<file path="config.mk">
export PLATFORM = sky130hd
export DESIGN_NAME = mem_initiator_flat
export DESIGN_NICKNAME = d
export VERILOG_FILES = /design/src/rtl/my_params_pkg.sv /design/src/rtl/mem_if.sv /design/src/rtl/rsp_fifo.sv /design/src/rtl/mem_initiator.sv /design/src/flat_wrapper.sv
export SDC_FILE = /design/constraint.sdc
export NUM_CORES = 1
export LEC_CHECK = 0
export ABC_AREA = 1
export ABC_CLOCK_PERIOD_IN_PS = 6100
export CAP_MARGIN = 20
export CORE_MARGIN = 2
export CORE_UTILIZATION = 54
export DETAILED_ROUTE_END_ITERATION = 10
export GPL_TIMING_DRIVEN = 0
export PLACE_DENSITY = 0.94
export SETUP_SLACK_MARGIN = 0.3
export SLEW_MARGIN = 10
export SYNTH_ARGS = -nofsm -noshare
export SYNTH_HDL_FRONTEND = slang
export SYNTH_SLANG_ARGS = --single-unit
</file>
<file path="constraint.sdc">
create_clock -name clk_i -period 6.1 [get_ports clk_i]
set_input_delay 1.22 -clock clk_i [delete_from_list [all_inputs] [get_ports clk_i]]
set_output_delay 1.22 -clock clk_i [all_outputs]
set_load 0.005 [all_outputs]
</file>
<file path="src/rtl/my_params_pkg.sv">
// Shared widths and the request record used by the mem_if initiator.
//   AWIDTH / DWIDTH : address and data widths of mem_if
//   mem_req_t       : one issued memory operation (contents of the issue register)
package my_params_pkg;

   localparam int AWIDTH = 8;
   localparam int DWIDTH = 32;

   typedef struct packed {
      logic              write;
      logic [AWIDTH-1:0] addr;
      logic [DWIDTH-1:0] data;
   } mem_req_t;

endpackage

</file>
<file path="src/rtl/mem_if.sv">
// Memory pin bundle between an initiator and a responder with 1-cycle read latency.
//   wr, rd, addr, data  : initiator -> responder
//   rddata, rddatavalid : responder -> initiator
interface mem_if;
   import my_params_pkg::*;

   logic              wr;
   logic              rd;
   logic [AWIDTH-1:0] addr;
   logic [DWIDTH-1:0] data;
   logic [DWIDTH-1:0] rddata;
   logic              rddatavalid;

   modport initiator (output wr, rd, addr, data, input  rddata, rddatavalid);
   modport responder (input  wr, rd, addr, data, output rddata, rddatavalid);
endinterface

</file>
<file path="src/rtl/rsp_fifo.sv">
// Synchronous FIFO holding read responses until the consumer takes them.
//   clk_i, rst_ni : clock, async active-low reset (contents, pointers, count clear to 0)
//   push, pdata   : write pdata at the tail
//   pop           : drop the head entry
//   head          : current head entry (0 after reset)
//   empty, full   : occupancy flags
//   count         : number of stored entries
module rsp_fifo #(
   parameter int WIDTH = 32,
   parameter int DEPTH = 4
) (
   input  logic                       clk_i,
   input  logic                       rst_ni,
   input  logic                       push,
   input  logic [WIDTH-1:0]           pdata,
   input  logic                       pop,
   output logic [WIDTH-1:0]           head,
   output logic                       empty,
   output logic                       full,
   output logic [$clog2(DEPTH+1)-1:0] count
);

   localparam int PW = (DEPTH > 1) ? $clog2(DEPTH) : 1;
   localparam int CW = $clog2(DEPTH+1);

   logic [DEPTH-1:0][WIDTH-1:0] mem_q, mem_d;
   logic [PW-1:0]               wr_ptr_q, wr_ptr_d;
   logic [PW-1:0]               rd_ptr_q, rd_ptr_d;
   logic [CW-1:0]               count_q, count_d;
   logic                        do_push, do_pop;

   function automatic logic [PW-1:0] ptr_inc(input logic [PW-1:0] p);
      return (p == PW'(DEPTH-1)) ? '0 : p + PW'(1);
   endfunction

   assign empty = (count_q == '0);
   assign full  = (count_q == CW'(DEPTH));
   assign count = count_q;
   assign head  = mem_q[rd_ptr_q];

   always_comb begin
      // A push into a full FIFO is only taken when the head leaves at the same edge.
      do_push  = push && (!full || pop);
      do_pop   = pop && !empty;
      mem_d    = mem_q;
      wr_ptr_d = wr_ptr_q;
      rd_ptr_d = rd_ptr_q;
      if (do_push) begin
         mem_d[wr_ptr_q] = pdata;
         wr_ptr_d        = ptr_inc(wr_ptr_q);
      end
      if (do_pop) begin
         rd_ptr_d = ptr_inc(rd_ptr_q);
      end
      count_d = count_q + CW'(do_push) - CW'(do_pop);
   end

   always_ff @(posedge clk_i or negedge rst_ni) begin
      if (!rst_ni) begin
         mem_q    <= '0;
         wr_ptr_q <= '0;
         rd_ptr_q <= '0;
         count_q  <= '0;
      end else begin
         mem_q    <= mem_d;
         wr_ptr_q <= wr_ptr_d;
         rd_ptr_q <= rd_ptr_d;
         count_q  <= count_d;
      end
   end

endmodule

</file>
<file path="src/rtl/mem_initiator.sv">
// Initiator side of mem_if. Takes read/write requests on a valid/ready port, issues
// at most one per cycle through a registered issue stage, and returns read data in
// issue order through a credit-limited response FIFO.
//   clk_i, rst_ni         : clock, async active-low reset
//   mem                   : mem_if initiator modport (wr/rd/addr/data out, rddata/rddatavalid in)
//   req_valid_i/ready_o   : request handshake; req_write_i, req_addr_i, req_wdata_i carry it
//   rsp_valid_o/ready_i   : response handshake; rsp_data_o is the FIFO head
//   err_o                 : sticky, rddatavalid seen with no read outstanding
//   rd_cnt_o, wr_cnt_o    : accepted read / write counts, wrapping
module mem_initiator
   import my_params_pkg::*;
#(
   parameter int RSP_DEPTH = 4
) (
   input  logic              clk_i,
   input  logic              rst_ni,
   mem_if.initiator          mem,
   input  logic              req_valid_i,
   output logic              req_ready_o,
   input  logic              req_write_i,
   input  logic [AWIDTH-1:0] req_addr_i,
   input  logic [DWIDTH-1:0] req_wdata_i,
   output logic              rsp_valid_o,
   input  logic              rsp_ready_i,
   output logic [DWIDTH-1:0] rsp_data_o,
   output logic              err_o,
   output logic [31:0]       rd_cnt_o,
   output logic [31:0]       wr_cnt_o
);

   localparam int CNT_W = $clog2(RSP_DEPTH+1);
   localparam int USE_W = CNT_W + 1;

   mem_req_t         issue_q, issue_d;
   logic             issue_vld_q, issue_vld_d;
   logic [1:0]       inflight_q, inflight_d;
   logic             live_q, live_d;
   logic             err_q, err_d;
   logic [31:0]      rd_cnt_q, rd_cnt_d;
   logic [31:0]      wr_cnt_q, wr_cnt_d;

   logic             accept, rd_accept, wr_accept;
   logic             rdv_counted, rdv_stray, rsp_pop;
   logic [CNT_W-1:0] fifo_count;
   logic             fifo_empty, fifo_full;
   logic [USE_W-1:0] credits_used;

   // Every outstanding read owns a FIFO slot, so a push can never find the FIFO full.
   // live_q keeps ready low during reset and for the first cycle after release.
   always_comb begin
      credits_used = USE_W'(fifo_count) + USE_W'(inflight_q);
      req_ready_o  = live_q && (credits_used < USE_W'(RSP_DEPTH));
      accept       = req_valid_i && req_ready_o;
      rd_accept    = accept && !req_write_i;
      wr_accept    = accept &&  req_write_i;
   end

   // The responder has no reset, so a response to a read lost in reset can still
   // show up in the first cycle after release; that one is dropped without error.
   always_comb begin
      rdv_counted = mem.rddatavalid && (inflight_q != 2'd0);
      rdv_stray   = mem.rddatavalid && (inflight_q == 2'd0) && live_q;
      rsp_pop     = !fifo_empty && rsp_ready_i;
   end

   always_comb begin
      issue_vld_d = accept;
      issue_d     = issue_q;
      if (accept) begin
         issue_d.write = req_write_i;
         issue_d.addr  = req_addr_i;
         issue_d.data  = req_wdata_i;
      end
      inflight_d = inflight_q + 2'(rd_accept) - 2'(rdv_counted);
      live_d     = 1'b1;
      err_d      = err_q | rdv_stray;
      rd_cnt_d   = rd_cnt_q + 32'(rd_accept);
      wr_cnt_d   = wr_cnt_q + 32'(wr_accept);
   end

   always_ff @(posedge clk_i or negedge rst_ni) begin
      if (!rst_ni) begin
         issue_q     <= '0;
         issue_vld_q <= 1'b0;
         inflight_q  <= '0;
         live_q      <= 1'b0;
         err_q       <= 1'b0;
         rd_cnt_q    <= '0;
         wr_cnt_q    <= '0;
      end else begin
         issue_q     <= issue_d;
         issue_vld_q <= issue_vld_d;
         inflight_q  <= inflight_d;
         live_q      <= live_d;
         err_q       <= err_d;
         rd_cnt_q    <= rd_cnt_d;
         wr_cnt_q    <= wr_cnt_d;
      end
   end

   // wr/rd drop when nothing was accepted; addr/data keep the last issued value.
   assign mem.wr   = issue_vld_q &&  issue_q.write;
   assign mem.rd   = issue_vld_q && !issue_q.write;
   assign mem.addr = issue_q.addr;
   assign mem.data = issue_q.data;

   rsp_fifo #(
      .WIDTH (DWIDTH),
      .DEPTH (RSP_DEPTH)
   ) u_fifo (
      .clk_i  (clk_i),
      .rst_ni (rst_ni),
      .push   (rdv_counted),
      .pdata  (mem.rddata),
      .pop    (rsp_pop),
      .head   (rsp_data_o),
      .empty  (fifo_empty),
      .full   (fifo_full),
      .count  (fifo_count)
   );

   assign rsp_valid_o = !fifo_empty;
   assign err_o       = err_q;
   assign rd_cnt_o    = rd_cnt_q;
   assign wr_cnt_o    = wr_cnt_q;

   a_no_push_when_full: assert property (@(posedge clk_i) disable iff (!rst_ni)
      !(rdv_counted && fifo_full));

endmodule

</file>
<file path="src/flat_wrapper.sv">
// flat-port wrapper written by rule: the top's interface ports become plain ports
module mem_initiator_flat import my_params_pkg::*;
#(
   parameter int RSP_DEPTH = 4
)
  (clk_i, rst_ni, req_valid_i, req_ready_o, req_write_i, req_addr_i, req_wdata_i, rsp_valid_o, rsp_ready_i, rsp_data_o, err_o, rd_cnt_o, wr_cnt_o, mem_wr, mem_rd, mem_addr, mem_data, mem_rddata, mem_rddatavalid);
  mem_if mem_i ();
  input  logic clk_i;
  input  logic rst_ni;
  input  logic req_valid_i;
  output logic req_ready_o;
  input  logic req_write_i;
  input  logic [AWIDTH-1:0] req_addr_i;
  input  logic [DWIDTH-1:0] req_wdata_i;
  output logic rsp_valid_o;
  input  logic rsp_ready_i;
  output logic [DWIDTH-1:0] rsp_data_o;
  output logic err_o;
  output logic [31:0] rd_cnt_o;
  output logic [31:0] wr_cnt_o;
  output wire logic [$bits(mem_i.wr)-1:0] mem_wr;
  output wire logic [$bits(mem_i.rd)-1:0] mem_rd;
  output wire logic [$bits(mem_i.addr)-1:0] mem_addr;
  output wire logic [$bits(mem_i.data)-1:0] mem_data;
  input wire logic [$bits(mem_i.rddata)-1:0] mem_rddata;
  input wire logic [$bits(mem_i.rddatavalid)-1:0] mem_rddatavalid;
  assign mem_wr = mem_i.wr;
  assign mem_rd = mem_i.rd;
  assign mem_addr = mem_i.addr;
  assign mem_data = mem_i.data;
  assign mem_i.rddata = mem_rddata;
  assign mem_i.rddatavalid = mem_rddatavalid;
  mem_initiator #(.RSP_DEPTH(RSP_DEPTH)) u_core (.clk_i(clk_i), .rst_ni(rst_ni), .mem(mem_i), .req_valid_i(req_valid_i), .req_ready_o(req_ready_o), .req_write_i(req_write_i), .req_addr_i(req_addr_i), .req_wdata_i(req_wdata_i), .rsp_valid_o(rsp_valid_o), .rsp_ready_i(rsp_ready_i), .rsp_data_o(rsp_data_o), .err_o(err_o), .rd_cnt_o(rd_cnt_o), .wr_cnt_o(wr_cnt_o));
endmodule
</file>
======== After elaboration in Yosys (flattened, before gate mapping) ========
Cells that the tools add are included.
storage, ports and cells
  flip-flop bits (word level) ............. 245
  output and inout port bits .............. 141
  logic and storage cells ................. 61
  bits of input ports ..................... 78
cells by class
  bitwise gates (word level) .............. 1
  mux-type cells .......................... 7
  reduce and logical (&&, ||, !) cells .... 21
  magnitude comparators ................... 4
  equal/unequal tests ..................... 3
  $add $sub $neg .......................... 9
operators with widths
  operator                                                    number
  bitwise mux 128 bit                                         1
  adder 32 x 1 -> 32 bit                                      2
  binary-select mux 32 bit (select 2 bit)                     1
  demux 32 bit (select 2 bit)                                 1
  2-to-1 mux 32 bit                                           2
  logical AND 1 bit                                           13
  less-than comparator 2 x 3 -> 1 bit, second input constant  2
  adder 2 x 1 -> 2 bit, second input constant                 2
  adder 3 x 2 -> 4 bit                                        1
  == test 2 bit, second input constant                        2
  zero test 1 bit                                             4
  less-than comparator 4 x 3 -> 1 bit, second input constant  1
  2-to-1 mux 2 bit                                            2
  adder 3 x 1 -> 3 bit                                        1
  == test 3 bit, second input constant                        1
  zero test 3 bit                                             1
  subtractor 3 x 1 -> 3 bit                                   1
  adder 2 x 1 -> 2 bit                                        1
  >= comparator 2 x 1 -> 1 bit, second input constant         1
  zero test 2 bit                                             1
  nonzero test 2 bit                                          1
  subtractor 2 x 1 -> 2 bit                                   1
  logical OR 1 bit                                            1
  bitwise OR 1 bit                                            1

======== Depth between registers and ports, before layout ========
  word-level depth ........................ 7
  mapped depth ............................ 17
  mapped depth without buffers ............ 16

======== Cells and area by module ========
A second synthesis with hierarchy kept.
second synthesis, totals
  cell total of the unflattened synthesis .. 1523
  area total of the unflattened synthesis .. 12081.6 um^2
modules (own cells, without submodules)
  module         cells each  sequential area each (um^2)  area each (um^2)  instances
  rsp_fifo       800         3378.2                       6508.7            1
  mem_initiator  723         2752.6                       5572.8            1

======== Least setup slack after synthesis ========
Ideal clock, no wire load.
  path type ............................... input port to flip-flop
  start point ............................. input port mem_rddatavalid
  end point ............................... register u_core.u_fifo.count_q[2] (netlist: u_core.u_fifo.count[2])
  slack ................................... 3.102 ns
  stages on the path ...................... 11
  data required time ...................... 5.971 ns
  library setup time ...................... 0.129 ns
  path buffers ............................ 2
  arrival time ............................ 2.870 ns
  path through ............................ inv_1 > nor2_4 > nand2_2 > buf_4 > buf_4 > ha_1 > inv_1 > ha_1 > fa_1 > xnor2_1 > xor2_1
between the ends
  longest elaborated chain between the ends .. 4
ends and longest elaborated chain
  item                                line                 RTL
  from (decl)                         flat_wrapper.sv:26   input wire logic [$bits(mem_i.rddatavalid)-1:0] mem_rddatavalid;
  logical AND 1 bit                   mem_initiator.sv:61  rdv_counted = mem.rddatavalid && (inflight_q != 2'd0);
  logical AND 1 bit                   rsp_fifo.sv:43       do_push = push && (!full || pop);
  adder 3 x 1 -> 3 bit                rsp_fifo.sv:55       count_d = count_q + CW'(do_push) - CW'(do_pop);
  subtractor 3 x 1 -> 3 bit           rsp_fifo.sv:55
  named net u_core.u_fifo.count_d[2]  rsp_fifo.sv:29       logic [CW-1:0] count_q, count_d;
  to (signal assigned)                rsp_fifo.sv:68       count_q <= count_d;
  to (decl)                           rsp_fifo.sv:29
The timed path passes the listed nets, and every way through them passes these cells.
A chain may end at the register's enable or synchronous reset.

======== Worst setup path in the final report ========
  start point ............................. register u_core.u_fifo.rd_ptr_q[0]
  end point ............................... output port rsp_data_o[29]
between the ends
  longest elaborated chain between the ends .. 2
ends and longest elaborated chain
  item                                     line                RTL
  from (decl)                              rsp_fifo.sv:28      logic [PW-1:0] rd_ptr_q, rd_ptr_d;
  from (signal assigned)                   rsp_fifo.sv:67      rd_ptr_q <= rd_ptr_d;
  binary-select mux 32 bit (select 2 bit)  rsp_fifo.sv:39      assign head = mem_q[rd_ptr_q];
  2-to-1 mux 32 bit (implied by the code)  rsp_fifo.sv:39
  to (decl)                                flat_wrapper.sv:17  output logic [DWIDTH-1:0] rsp_data_o;
Every way passes these cells. The select of a mux whose other input is x is not followed.

==> results.py <==
metrics = {
    "route": {
        "vias_per_cell": 5.48,
        "dr.pass1.iters": 6,
        "post_drt_wl_per_cell_um": 16.9,
        "vias": 11235,
        "drc": 0,
        "antenna_left": 0,
        "drt-initial-drc-count": 967,
        "routed_wl_um": 34600,
    },
    "floorplanning": {
        "core-area_um2": 21800,
        "die_w_um": 153,
        "pin_count": 219,
        "start_util_pct": 55.1,
        "die_y_um": 153,
        "rows": 54,
        "dieArea_um2": 23500,
    },
    "synthesis": {
        "synthCells": 1499,
        "synth_seq_cells": 245,
        "synthDistinctLibCells": 29,
        "ys_warn_count": 0,
        "syn_area_per_cell_um2": 8.02,
        "ys_async_sr_fraction_pct": 100,
        "syn_area_um2": 12000,
        "synth_flop_cell": "dfrtp_1",
        "ys_seq_area_share_pct": 51.0,
        "synth-edff-count": 0,
        "syn_nets": 1592,
    },
    "critical_path": {
        "crit_type": "reg2out",
        "required_ns": 4.88,
        "cp_top_family": "buffers and inverters",
        "crit_slowest_cell": "clkdlybuf4s50_1",
        "cp_num_buf_inv": 5,
        "cp_max_fo": 10,
        "crit_arrival_ns": 2.68,
        "path_cells": "buf_2 > inv_2 > buf_2 > buf_2 > nor2_1 > o22ai_1 > clkdlybuf4s50_1",
        "cp-start-kind": "register",
        "endpoint_kind": "output port",
        "critical_path.most_common_cell": "buf_2",
        "max_stage_delay_ns": 0.56,
    },
    "clock_network": {
        "clockBufferDepth": 3,
        "clk_pin_slew_ns": 0.06,
        "insertion_delay_ns": 0.52,
        "post_cts.repair.setup_buffers": 0,
        "hold_buffers": 0,
        "numCtsBuffers": 27,
        "cts_root_buffer": "clkbuf_16",
        "cts_sinks": 245,
        "cts-htree-levels": 1,
        "cts_resized": 0,
        "tritoncts": "done",
    },
    "cells_and_area": {
        "seqCellArea_um2": 6130,
        "fin_nets": 1841,
        "fill_cells": 1562,
        "multiInputGateArea_um2": 4880,
        "drive_above_1_share_pct": 8.77,
        "syn2layout_area_growth_pct": 29.2,
    },
    "placed_design": {
        "port-buffer-count": 218,
        "place.gp.congestion": 0.927,
        "dp_hpwl_um": 23900,
        "preCtsSetupSlack_ns": 2.34,
    },
    "grt": {
        "gr-usage-all-layers_pct": 29.0,
        "first_global_vias": 11153,
        "grt_overflow_total": 0,
        "grt_pass1_wl_um": 55600,
        "antenna_found_initial": 1,
        "grt_max_degree": 89,
    },
    "sta": {
        "timing.fmax_ghz": 0.256,
        "slew_viol_final": 0,
        "rsz0062_at_grt": "no",
        "post-route-period-util_pct": 63.9,
        "slew_headroom_pct": 58.7,
        "setup_ws_ns": 2.20,
        "setup_viol": 0,
        "hold_violations": 0,
        "min_period_ns": 3.90,
        "fin_skew_ns": 0.0150,
        "whs_ns": 0.469,
        "worstMarginPinSlew_ns": 0.620,
    },
    "power_and_ir_drop": {
        "pwr-share-clk_pct": 23.1,
        "leakage_nw": 7.28,
        "power.internal_w": 0.00459,
        "netSwitchingPower_w": 0.00257,
        "ir_drop_mv": 0.261,
        "p_per_area_nw_per_um2": 461,
        "p_comb_share_pct": 41.7,
        "swShare_pct": 35.9,
        "seq_power_share_pct": 35.2,
    },
    "run": {
        "max_cap_viol_count": 0,
    },
    "run_status": {
        "status": "completed",
    },
    "worst_hold_path": {
        "hold_path.class": "reg2reg",
    },
}
cell families after synthesis:
| kind of cell | synth area share [%] |
|---|---|
| other | 0.0312 |
| XOR/XNOR | 2.48 |
| buffers and inverters | 8.40 |
| AO/OA/AOI/OAI | 10.0 |
| AND/OR/NAND/NOR | 26.4 |
| adder cells (fa/ha/maj) | 1.62 |
| flip-flops | 51.0 |
synthesized netlist by cell type, types with 7 or more instances:
| library cell | count | area share, % |
|---|---|---|
| clkbuf_1 | 25 | 0.78 |
| inv_2 | 8 | 0.25 |
| inv_1 | 53 | 1.7 |
| ha_1 | 14 | 1.5 |
| buf_2 | 17 | 0.71 |
| buf_4 | 49 | 3.1 |
| xnor2_1 | 14 | 1.0 |
| o21ai_1 | 29 | 1.2 |
| o21ai_0 | 168 | 7.0 |
| o22ai_1 | 32 | 1.7 |
| nand2_1 | 582 | 18 |
| xor2_1 | 20 | 1.5 |
| dfrtp_1 | 245 | 51 |
| nand3_1 | 30 | 1.2 |
| nor2_2 | 7 | 0.36 |
| buf_8 | 12 | 1.5 |
| nor2_1 | 170 | 5.3 |
state kept, by name (all words and copies together), names as in the netlist:
name and flops:
u_core.issue_q 1, u_core.u_fifo.count 3, u_core.wr_cnt_o 32, u_core.err_o 1, u_core.u_fifo.mem_q 128, u_core.u_fifo.rd_ptr_q 2
u_core.live_q 1, u_core.rd_cnt_o 32, u_core.mem.data 32, u_core.issue_vld_q 1, u_core.u_fifo.wr_ptr_q 2, u_core.mem.addr 8
u_core.inflight_q 2
stage by stage:
stage / setup TNS, ns / instance area [µm²] / cells / utilization [%] / power (W)
final: 0 / 15500 / 2049 / 71.2 / 0.00716
after global routing: 0 / 15500 / 2049 / 71.2 / 0.00757
after CTS: 0 / 15500 / 2048 / 71.2 / 0.00713
after detailed placement: 0 / 14600 / 1999 / 67.0 / 0.00544
after global placement: -1572.54 / 14600 / 1997 / 66.7 / 0.00529
after floorplan: 0 / 12000 / 1499 / - / 0.00406
final timing paths:
| kind | depth (start not counted) | startpoint | slack [ns] | to |
|---|---|---|---|---|
| max in group asynchronous | 2 | rst_ni | 4.60 | u_core.wr_cnt_o[21] |
| min in group asynchronous | 1 | rst_ni | 0.65 | u_core.wr_cnt_o[23] |
| min reg2reg | 1 | u_core.err_o | 0.47 | u_core.err_o |
| max reg2reg | 14 | u_core.u_fifo.count[1] | 3.06 | u_core.rd_cnt_o[16] |
| max | 7 | u_core.u_fifo.rd_ptr_q[0] | 2.20 | rsp_data_o[29] |
| min | 1 | u_core.err_o | 0.47 | u_core.err_o |
area by class of cell:
type / instances / area share, %
Clock inverter: 9 / 0.644
Multi-Input combinational cell: 1086 / 31.4
Sequential cell: 245 / 39.5
Clock buffer: 40 / 5.24
Buffer: 107 / 5.03
Timing Repair Buffer: 220 / 14.4
Inverter: 61 / 1.47
Antenna cell: 1 / 0.0161
Tap cell: 280 / 2.26
routing by layer:
layer	vias up	track usage [%]	wire [µm]
met5	-	0	0
met4	0	12.8	1440
met3	125	6.55	3440
met2	637	48.0	16400
met1	5256	36.7	13300
li1	5217	-	-
power by group through the flow:
stage          sequential (W)  clock, W  combinational, W
5_1_grt               0.00257   0.00174           0.00326
3_3_place_gp          0.00249         0           0.00280
6_report              0.00252   0.00166           0.00298
2_1_floorplan         0.00242         0           0.00164
4_1_cts               0.00251   0.00167           0.00296
3_5_place_dp          0.00252         0           0.00292
layout by cell type (no fill, tap or decap), drive strengths merged:
master,netlist,routed
a21oi,2,2
a31o,1,1
buf,82,85
bufinv,0,2
clkbuf,25,65
clkdlybuf4s50,0,217
clkinv,0,5
clkinvlp,0,2
conb,1,1
dfrtp,245,245
diode,0,1
fa,1,1
ha,14,14
inv,61,61
nand2,585,585
nand3,30,30
nand3b,4,4
nand4,1,1
nor2,183,183
nor3,1,1
o21ai,197,197
o22ai,32,32
xnor2,14,14
xor2,20,20
(Power assumes the default switching activity.)
